<file path="src/rtl/reg_dump_uart_tx.sv">
`default_nettype none
// ============================================================================
//  Module   : reg_dump_uart_tx
//  Purpose  : Register-dump engine for the miniRISC debug port. On start it
//             sweeps reg_addr over 0..NUM_REGS-1. For each register it
//             captures reg_data and sends three UART 8N1 bytes:
//             {index}, data[15:8], data[7:0].
//  Ports    : clk      - system clock, rising edge
//             rst      - synchronous active-high reset
//             start    - dump request, sampled only while idle
//             reg_addr - register select to the core (registered)
//             reg_data - selected register value from the core
//             tx       - UART serial output, idles high (registered)
//             busy     - dump in progress (registered)
//             done     - one-cycle completion pulse (registered)
//  Revision : 1.0 - initial release
// ============================================================================
module reg_dump_uart_tx #(
    parameter int CLKS_PER_BIT = 868,
    parameter int NUM_REGS     = 32,
    parameter int ADDR_W       = 5,
    parameter int DATA_W       = 16
) (
    input  logic              clk,
    input  logic              rst,
    input  logic              start,
    output logic [ADDR_W-1:0] reg_addr,
    input  logic [DATA_W-1:0] reg_data,
    output logic              tx,
    output logic              busy,
    output logic              done
);

    localparam int c_BAUD_W = (CLKS_PER_BIT > 1) ? $clog2(CLKS_PER_BIT) : 1;
    localparam logic [c_BAUD_W-1:0] c_BAUD_LAST = c_BAUD_W'(CLKS_PER_BIT - 1);
    localparam logic [ADDR_W-1:0]   c_IDX_LAST  = ADDR_W'(NUM_REGS - 1);
    localparam logic [3:0]          c_BIT_STOP  = 4'd9;
    localparam logic [1:0]          c_BYTE_LAST = 2'd2;

    localparam logic [1:0] c_ST_IDLE  = 2'd0;
    localparam logic [1:0] c_ST_SETUP = 2'd1;
    localparam logic [1:0] c_ST_SEND  = 2'd2;

    logic [1:0]          r_state,    w_state_nxt;
    logic [ADDR_W-1:0]   r_idx,      w_idx_nxt;
    logic [DATA_W-1:0]   r_cap,      w_cap_nxt;
    logic [1:0]          r_byte_sel, w_byte_sel_nxt;
    logic [3:0]          r_bit_cnt,  w_bit_cnt_nxt;
    logic [c_BAUD_W-1:0] r_baud,     w_baud_nxt;
    logic                r_tx,       w_tx_nxt;
    logic                r_busy,     w_busy_nxt;
    logic                r_done,     w_done_nxt;
    logic [7:0]          w_cur_byte;

    // The index doubles as reg_addr; it is forced to 0 whenever the engine
    // is idle, so reg_addr needs no separate register.
    assign reg_addr = r_idx;
    assign tx       = r_tx;
    assign busy     = r_busy;
    assign done     = r_done;

    // Byte currently being framed.
    always_comb begin
        w_cur_byte = 8'h00;
        case (r_byte_sel)
            2'd0:    w_cur_byte = 8'(r_idx);
            2'd1:    w_cur_byte = r_cap[15:8];
            default: w_cur_byte = r_cap[7:0];
        endcase
    end

    always_ff @(posedge clk) begin
        if (rst) begin
            r_state    <= c_ST_IDLE;
            r_idx      <= '0;
            r_cap      <= '0;
            r_byte_sel <= '0;
            r_bit_cnt  <= '0;
            r_baud     <= '0;
            r_tx       <= 1'b1;
            r_busy     <= 1'b0;
            r_done     <= 1'b0;
        end else begin
            r_state    <= w_state_nxt;
            r_idx      <= w_idx_nxt;
            r_cap      <= w_cap_nxt;
            r_byte_sel <= w_byte_sel_nxt;
            r_bit_cnt  <= w_bit_cnt_nxt;
            r_baud     <= w_baud_nxt;
            r_tx       <= w_tx_nxt;
            r_busy     <= w_busy_nxt;
            r_done     <= w_done_nxt;
        end
    end

    // tx is registered, so each transition computes the level of the bit
    // that will be on the line during the following cycle.
    always_comb begin
        w_state_nxt    = r_state;
        w_idx_nxt      = r_idx;
        w_cap_nxt      = r_cap;
        w_byte_sel_nxt = r_byte_sel;
        w_bit_cnt_nxt  = r_bit_cnt;
        w_baud_nxt     = r_baud;
        w_tx_nxt       = r_tx;
        w_busy_nxt     = r_busy;
        w_done_nxt     = 1'b0;

        case (r_state)
            c_ST_IDLE: begin
                w_idx_nxt  = '0;
                w_tx_nxt   = 1'b1;
                w_busy_nxt = 1'b0;
                if (start) begin
                    w_state_nxt = c_ST_SETUP;
                    w_busy_nxt  = 1'b1;
                end
            end

            // reg_addr has been stable for a full cycle; capture and
            // launch the start bit of the index byte.
            c_ST_SETUP: begin
                w_cap_nxt      = reg_data;
                w_byte_sel_nxt = 2'd0;
                w_bit_cnt_nxt  = 4'd0;
                w_baud_nxt     = '0;
                w_tx_nxt       = 1'b0;
                w_state_nxt    = c_ST_SEND;
            end

            c_ST_SEND: begin
                if (r_baud != c_BAUD_LAST) begin
                    w_baud_nxt = r_baud + 1'b1;
                end else begin
                    w_baud_nxt = '0;
                    if (r_bit_cnt != c_BIT_STOP) begin
                        w_bit_cnt_nxt = r_bit_cnt + 4'd1;
                        // Bit counts 0..7 are followed by data bit r_bit_cnt;
                        // count 8 is followed by the stop bit.
                        if (r_bit_cnt == 4'd8) begin
                            w_tx_nxt = 1'b1;
                        end else begin
                            w_tx_nxt = w_cur_byte[r_bit_cnt[2:0]];
                        end
                    end else begin
                        w_bit_cnt_nxt = 4'd0;
                        if (r_byte_sel != c_BYTE_LAST) begin
                            // Next byte starts immediately, no idle gap.
                            w_byte_sel_nxt = r_byte_sel + 2'd1;
                            w_tx_nxt       = 1'b0;
                        end else begin
                            w_byte_sel_nxt = 2'd0;
                            w_tx_nxt       = 1'b1;
                            if (r_idx != c_IDX_LAST) begin
                                w_idx_nxt   = r_idx + 1'b1;
                                w_state_nxt = c_ST_SETUP;
                            end else begin
                                w_idx_nxt   = '0;
                                w_busy_nxt  = 1'b0;
                                w_done_nxt  = 1'b1;
                                w_state_nxt = c_ST_IDLE;
                            end
                        end
                    end
                end
            end

            default: begin
                w_state_nxt = c_ST_IDLE;
                w_idx_nxt   = '0;
                w_tx_nxt    = 1'b1;
                w_busy_nxt  = 1'b0;
            end
        endcase
    end

endmodule
`default_nettype wire
</file>
<file path="config.mk">
export PLATFORM = sky130hd
export DESIGN_NAME = reg_dump_uart_tx
export DESIGN_NICKNAME = d
export VERILOG_FILES = /design/src/rtl/reg_dump_uart_tx.sv
export SDC_FILE = /design/constraint.sdc
export NUM_CORES = 1
export LEC_CHECK = 0
export BUFFER_PORTS_ARGS = -buffer_cell sky130_fd_sc_hd__buf_2
export CORE_MARGIN = 2
export CORE_UTILIZATION = 30
export CTS_CLUSTER_SIZE = 24
export DETAILED_ROUTE_END_ITERATION = 6
export GPL_TIMING_DRIVEN = 1
export PLACE_DENSITY_LB_ADDON = 0.3
export SYNTH_ARGS = -nofsm -noshare
export SYNTH_HDL_FRONTEND = slang
export SYNTH_SLANG_ARGS = --single-unit
</file>
<file path="constraint.sdc">
create_clock -name clk -period 2.1 [get_ports clk]
set_input_delay 0.105 -clock clk [delete_from_list [all_inputs] [get_ports clk]]
set_output_delay 0.105 -clock clk [all_outputs]
set_load 0.01 [all_outputs]
</file>
* Word level (Yosys, flattened, before mapping)
Cells that the tools add are included.
** Operators by class
- Reductions and logical operators :: 9
- Add/subtract/negate cells :: 4
- Equality and inequality tests :: 13
- Bitwise gates (word level) :: 2
- Muxes and demuxes :: 35
- Order comparisons :: 1
** Operator list (number)
- $mux 5 :: 4
- $pmux 10 s2 :: 1
- $pmux 8 s2 :: 1
- $mux 2 :: 7
- $mux 1 :: 12
- $ne 2x2->1 const B :: 6
- $add 10x1->10 const B :: 1
- $mux 10 :: 1
- $ne 10x10->1 const B :: 1
- $pmux 5 s2 :: 1
- $mux 4 :: 2
- $pmux 4 s2 :: 1
- $reduce_and 4->1 :: 2
- $pmux 2 s3 :: 1
- $add 5x1->5 const B :: 1
- $ne 5x5->1 const B :: 1
- $reduce_and 5->1 :: 1
- $reduce_or 5->1 :: 1
- $add 4x1->4 const B :: 1
- $eq 2x1->1 const B :: 2
- $eq 4x4->1 const B :: 1
- $logic_not 2->1 :: 2
- $lt 3x4->1 const B :: 1
- $ne 4x4->1 const B :: 1
- 10 further kinds :: 11
** Storage, ports and cells
- Output and inout port bits :: 8
- Logic and storage cells :: 73
- Bits of input ports :: 19
- Register bits after elaboration :: 42

* Longest topological paths before layout
- Word-level depth :: 8
- Mapped depth :: 8
- Mapped depth without buffers :: 7

* Worst setup path before layout
OpenSTA, ideal clock, no wires.
- Path type :: register to register
- From :: reg r_baud[2]
- To :: reg r_idx[3], in the netlist reg_addr[3]
- Period minus slack after synthesis :: 2.257 ns
- Library setup time :: 0.079 ns
- Data arrival time :: 2.178 ns
- Slack :: -0.157 ns
- Required time :: 2.021 ns
- Buffers on the path :: 0
- Stages on the path, launching flop included :: 6
- Cells stage by stage :: dfxtp_1 -> or4_4 -> or3_4 -> or4_4 -> or3_1 -> o211ai_1
** On the way
- Word-level cells in the longest chain between the ends :: 3
** RTL lines
- start, declared :: line 49 : logic [c_BAUD_W-1:0] r_baud, w_baud_nxt;
- start signal, assigned :: line 89 : r_baud <= w_baud_nxt;
- $ne 10x10->1 :: line 132 : if (r_baud != c_BAUD_LAST) begin
- $ne 2x2->1 (no source line)
- $reduce_and 4->1 (no source line)
- end signal, assigned :: line 85 : r_idx <= w_idx_nxt;
- end, declared :: line 45 : logic [ADDR_W-1:0] r_idx, w_idx_nxt;
No other way between the ends.
A chain may end at the register's enable or synchronous reset.

* Worst setup path in the final report
- From :: reg r_idx[0], in the netlist reg_addr[0]
- To :: reg r_idx[3], in the netlist reg_addr[3]
** On the way
- Word-level cells in the longest chain between the ends :: 6
- Elaborated cells on any way between the ends :: 7
- Classes of those cells :: 1 x add/sub; 1 x eq/ne; 5 x mux
** RTL lines
- $add 5x1->5 or $ne 5x5->1 (tied branches) :: line 155, 154
- $mux 5 * :: line 154 : if (r_idx != c_IDX_LAST) begin
- $mux 5 * :: line 147 : if (r_byte_sel != c_BYTE_LAST) begin
- $mux 5 * :: line 136 : if (r_bit_cnt != c_BIT_STOP) begin
- $mux 5 * :: line 132
- $pmux 5 s2 * :: line 109 : case (r_state)
Mark *: on every way between the ends. The rest lies on a longest branch, timed or not. The select of a mux whose other input is x is not followed.

==> insert_results.sql <==
INSERT INTO impl_metrics (metric_group, metric, value, unit) VALUES
('routing', 'drt_antenna_net_count', '0', ''),
('status', 'violations', 'negative setup slack', ''),
('flow_run', 'max_cap_viol_count', '0', ''),
('finish', 'post_route_cells_drive_above_1_share', '26.8', '%'),
('worst_setup_path', 'worstPathRequired', '2320', 'ps'),
('grt', 'globalRoute.busiestLayer', 'met2', ''),
('timing', 'max_slew_margin', '69.3', '%'),
('pwr', 'power.internal', '0.00147', 'W'),
('place', 'detailedPlacementHpwl', '3760', 'um'),
('logic_synthesis', 'mapped_nets', '275', ''),
('place', 'place_congestion', '0.732', ''),
('grt', 'grt_max_degree', '34', ''),
('timing', 'post_route_clock_period_utilization', '102', '%'),
('timing', 'setup_viols_final', '1', ''),
('worst_setup_path', 'reg2reg_slack', '-40', 'ps'),
('clocking', 'cts.sink_count', '42', ''),
('logic_synthesis', 'synth_enable_flop_cells', '0', ''),
('routing', 'drt_iter0_markers', '95', ''),
('finish', 'register_area', '846', 'um2'),
('clocking', 'postCtsSetupBuffers', '0', ''),
('status', 'result_of_the_run', 'finished with violations', ''),
('routing', 'number_of_vias_per_cell_after_detailed_routing', '4.80', ''),
('grt', 'number_of_antenna_violations_at_the_first_check_in_global_routing', '0', ''),
('logic_synthesis', 'synth.distinct_cells', '44', ''),
('pwr', 'seq_power_share', '43.8', '%'),
('pwr', 'max_rail_drop_vdd', '0.000357', 'V'),
('die', 'die_height', '87.9', 'um'),
('finish', 'commonest_cells_after_routing_fill_and_taps_aside', 'sky130_fd_sc_hd__dfxtp_1, sky130_fd_sc_hd__nor2_1, sky130_fd_sc_hd__buf_4', ''),
('finish', 'layout.nets', '327', ''),
('clocking', 'tritoncts', 'done', ''),
('routing', 'detail_route.first_pass.iterations', '4', ''),
('pwr', 'comb_power_share', '31.4', '%'),
('pwr', 'power.switching_fraction', '32.9', '%'),
('place', 'placement.io_buffers', '26', ''),
('logic_synthesis', 'synth-warning-count', '0', ''),
('clocking', 'clk_pin_slew_worst_paths', '80', 'ps'),
('logic_synthesis', 'synth.yosys.seq_area_share', '39.8', '%'),
('timing', 'grt_setup_unrepaired', 'true', ''),
('pwr', 'power.switching', '0.000722', 'W'),
('finish', 'fillers', '691', ''),
('finish', 'finalNonFillerCells', '398', ''),
('timing', 'hold_viol', '0', ''),
('worst_setup_path', 'critPathCaptureType', 'flop', ''),
('timing', 'final_critical_path_setup_slack', '-38.2', 'ps'),
('grt', 'globalRouteTotalUtil', '13.4', '%'),
('routing', 'routed_wl', '5050', 'um'),
('logic_synthesis', 'syn-mean-instance-area', '8.48', 'um2'),
('worst_setup_path', 'critPathKind', 'flop to flop', ''),
('die', 'die_area', '7720', 'um2'),
('pwr', 'power.density_cell_area', '811', 'nW/um2'),
('logic_synthesis', 'synth_async_sr_flop_share', '0', '%'),
('die', 'io-pin-count', '27', ''),
('die', 'die_w', '87.9', 'um'),
('logic_synthesis', 'synthCells', '249', ''),
('clocking', 'clock_insertion_delay_worst_skew', '290', 'ps'),
('clocking', 'tritoncts_buffers', '5', ''),
('place', 'dpl.cell_count', '390', ''),
('timing', 'finalCriticalPeriod', '2140', 'ps'),
('clocking', 'cts-htree-levels', '2', ''),
('clocking', 'ctsHoldBuffers', '0', ''),
('grt', 'use_met3', '3.11', '%'),
('finish', 'most_common_cell_after_layout_fill_and_taps_aside', 'sky130_fd_sc_hd__dfxtp_1', ''),
('worst_setup_path', 'cp-start-kind', 'flop', ''),
('worst_setup_path', 'critPathMaxFanout', '2', ''),
('clocking', 'clock_tree.root_cell', 'sky130_fd_sc_hd__clkbuf_8', ''),
('routing', 'drc_errors', '0', ''),
('worst_setup_path', 'critical_path_arrival', '2360', 'ps'),
('routing', 'drt-wirelength-per-cell', '12.7', 'um'),
('logic_synthesis', 'synth_flop_cell', 'sky130_fd_sc_hd__dfxtp_1', ''),
('finish', 'area_delta_synth_final', '28.2', '%'),
('pwr', 'p_clk_share', '24.8', '%');
-- cell usage after synthesis, types with 2 or more instances --
cell type	n	area, um2
sky130_fd_sc_hd__a21oi_1	16	80.1
sky130_fd_sc_hd__nand3_1	7	35.0
sky130_fd_sc_hd__or3_1	3	18.8
sky130_fd_sc_hd__o2111ai_1	2	17.5
sky130_fd_sc_hd__inv_1	7	26.3
sky130_fd_sc_hd__xnor2_1	6	52.6
sky130_fd_sc_hd__nand2_1	22	82.6
sky130_fd_sc_hd__ha_1	7	87.6
sky130_fd_sc_hd__nand4_1	3	18.8
sky130_fd_sc_hd__o21ai_0	11	55.1
sky130_fd_sc_hd__nor2b_1	2	12.5
sky130_fd_sc_hd__nand2b_1	4	25.0
sky130_fd_sc_hd__nor3_1	3	15.0
sky130_fd_sc_hd__a221oi_1	2	17.5
sky130_fd_sc_hd__nor4_1	4	25.0
sky130_fd_sc_hd__dfxtp_1	42	841
sky130_fd_sc_hd__xor2_1	3	26.3
sky130_fd_sc_hd__nor2_1	36	135
sky130_fd_sc_hd__and2_1	2	12.5
sky130_fd_sc_hd__o211ai_1	2	15.0
sky130_fd_sc_hd__or4_4	2	22.5
sky130_fd_sc_hd__buf_1	4	15.0
sky130_fd_sc_hd__mux2i_1	23	230
sky130_fd_sc_hd__nand4b_1	5	43.8
sky130_fd_sc_hd__clkbuf_1	10	37.5
sky130_fd_sc_hd__and3_1	3	18.8
-- worst max-delay path: stages (launching register included) --
cell and delay (ps):
sky130_fd_sc_hd__dfxtp_4 360, sky130_fd_sc_hd__ha_4 150, sky130_fd_sc_hd__and3_4 180, sky130_fd_sc_hd__ha_4 160
sky130_fd_sc_hd__or3_4 320, sky130_fd_sc_hd__or4_4 510, sky130_fd_sc_hd__or3_1 320, sky130_fd_sc_hd__o211ai_1 80
-- through the flow --
stage          power (W)  util, %  setup slack (ps)  hold slack [ps]  instance area (um2)
4_1_cts          0.00221     39.5             -34.5             34.0                 2690
6_report         0.00219     39.8             -38.2             43.1                 2710
5_1_grt          0.00234     39.8             -99.9             53.8                 2710
2_1_floorplan    0.00146        -             -26.4              208                 2150
3_5_place_dp     0.00165     38.1             -27.3              346                 2590
3_3_place_gp     0.00164     38.1             -3.50              341                 2590
-- power groups by stage --
stage / sequential, W / clock (W) / combinational (W)
after floorplan: 0.000969 / 0 / 0.000490
after global placement: 0.000976 / 0 / 0.000669
after detailed placement: 0.000978 / 0 / 0.000675
after CTS: 0.000961 / 0.000571 / 0.000680
after global routing: 0.000974 / 0.000596 / 0.000765
final: 0.000961 / 0.000545 / 0.000688
-- registers in the layout, summed over array words and instances (netlist names) --
register    cells
r_cap          16
r_bit_cnt       4
r_byte_sel      2
r_baud         10
busy            1
tx              1
r_state         2
done            1
reg_addr        5
-- kinds of logic after synthesis --
kind of cell / share of synthesized area [%]
muxes: 10.9
xor gates and xnor gates: 3.73
DFF: 39.8
buffers and inverters: 3.91
adders and majority gates: 4.15
AOI/OAI and AO/OA: 12.7
and+or+nand+nor: 24.7
-- layer usage --
| metal | wire [um] | vias to the layer above |
|---|---|---|
| li1 | - | 986 |
| met1 | 2450 | 882 |
| met2 | 2400 | 39 |
| met3 | 198 | 4 |
| met4 | 10 | 0 |
| met5 | 0 | - |
-- repair_timing --
item | CTS | global route
endpoints found under the setup margin | 1 | 6
pin swaps | 0 | 1
gates resized for setup | 0 | 4
hold endpoints to repair | 0 | 0
-- cell type report --
type / count / share of cell area [%]
multi-input combinational: 185 / 45.7
sequential: 42 / 31.3
timing repair buffer: 59 / 14.0
tap: 96 / 4.44
clock buffer: 6 / 3.05
inverter: 8 / 1.11
clock inverter: 2 / 0.416
-- worst paths after layout --
| check | from | endpoint | depth (start not counted) |
|---|---|---|---|
| setup reg to reg | reg_addr[0] | reg_addr[3] | 7 |
| setup / recovery | reg_addr[0] | reg_addr[3] | 7 |
| hold reg to reg | r_cap[7] | r_cap[7] | 2 |
| hold / removal | reg_data[15] | r_cap[15] | 3 |
(Power assumes the default switching activity.)
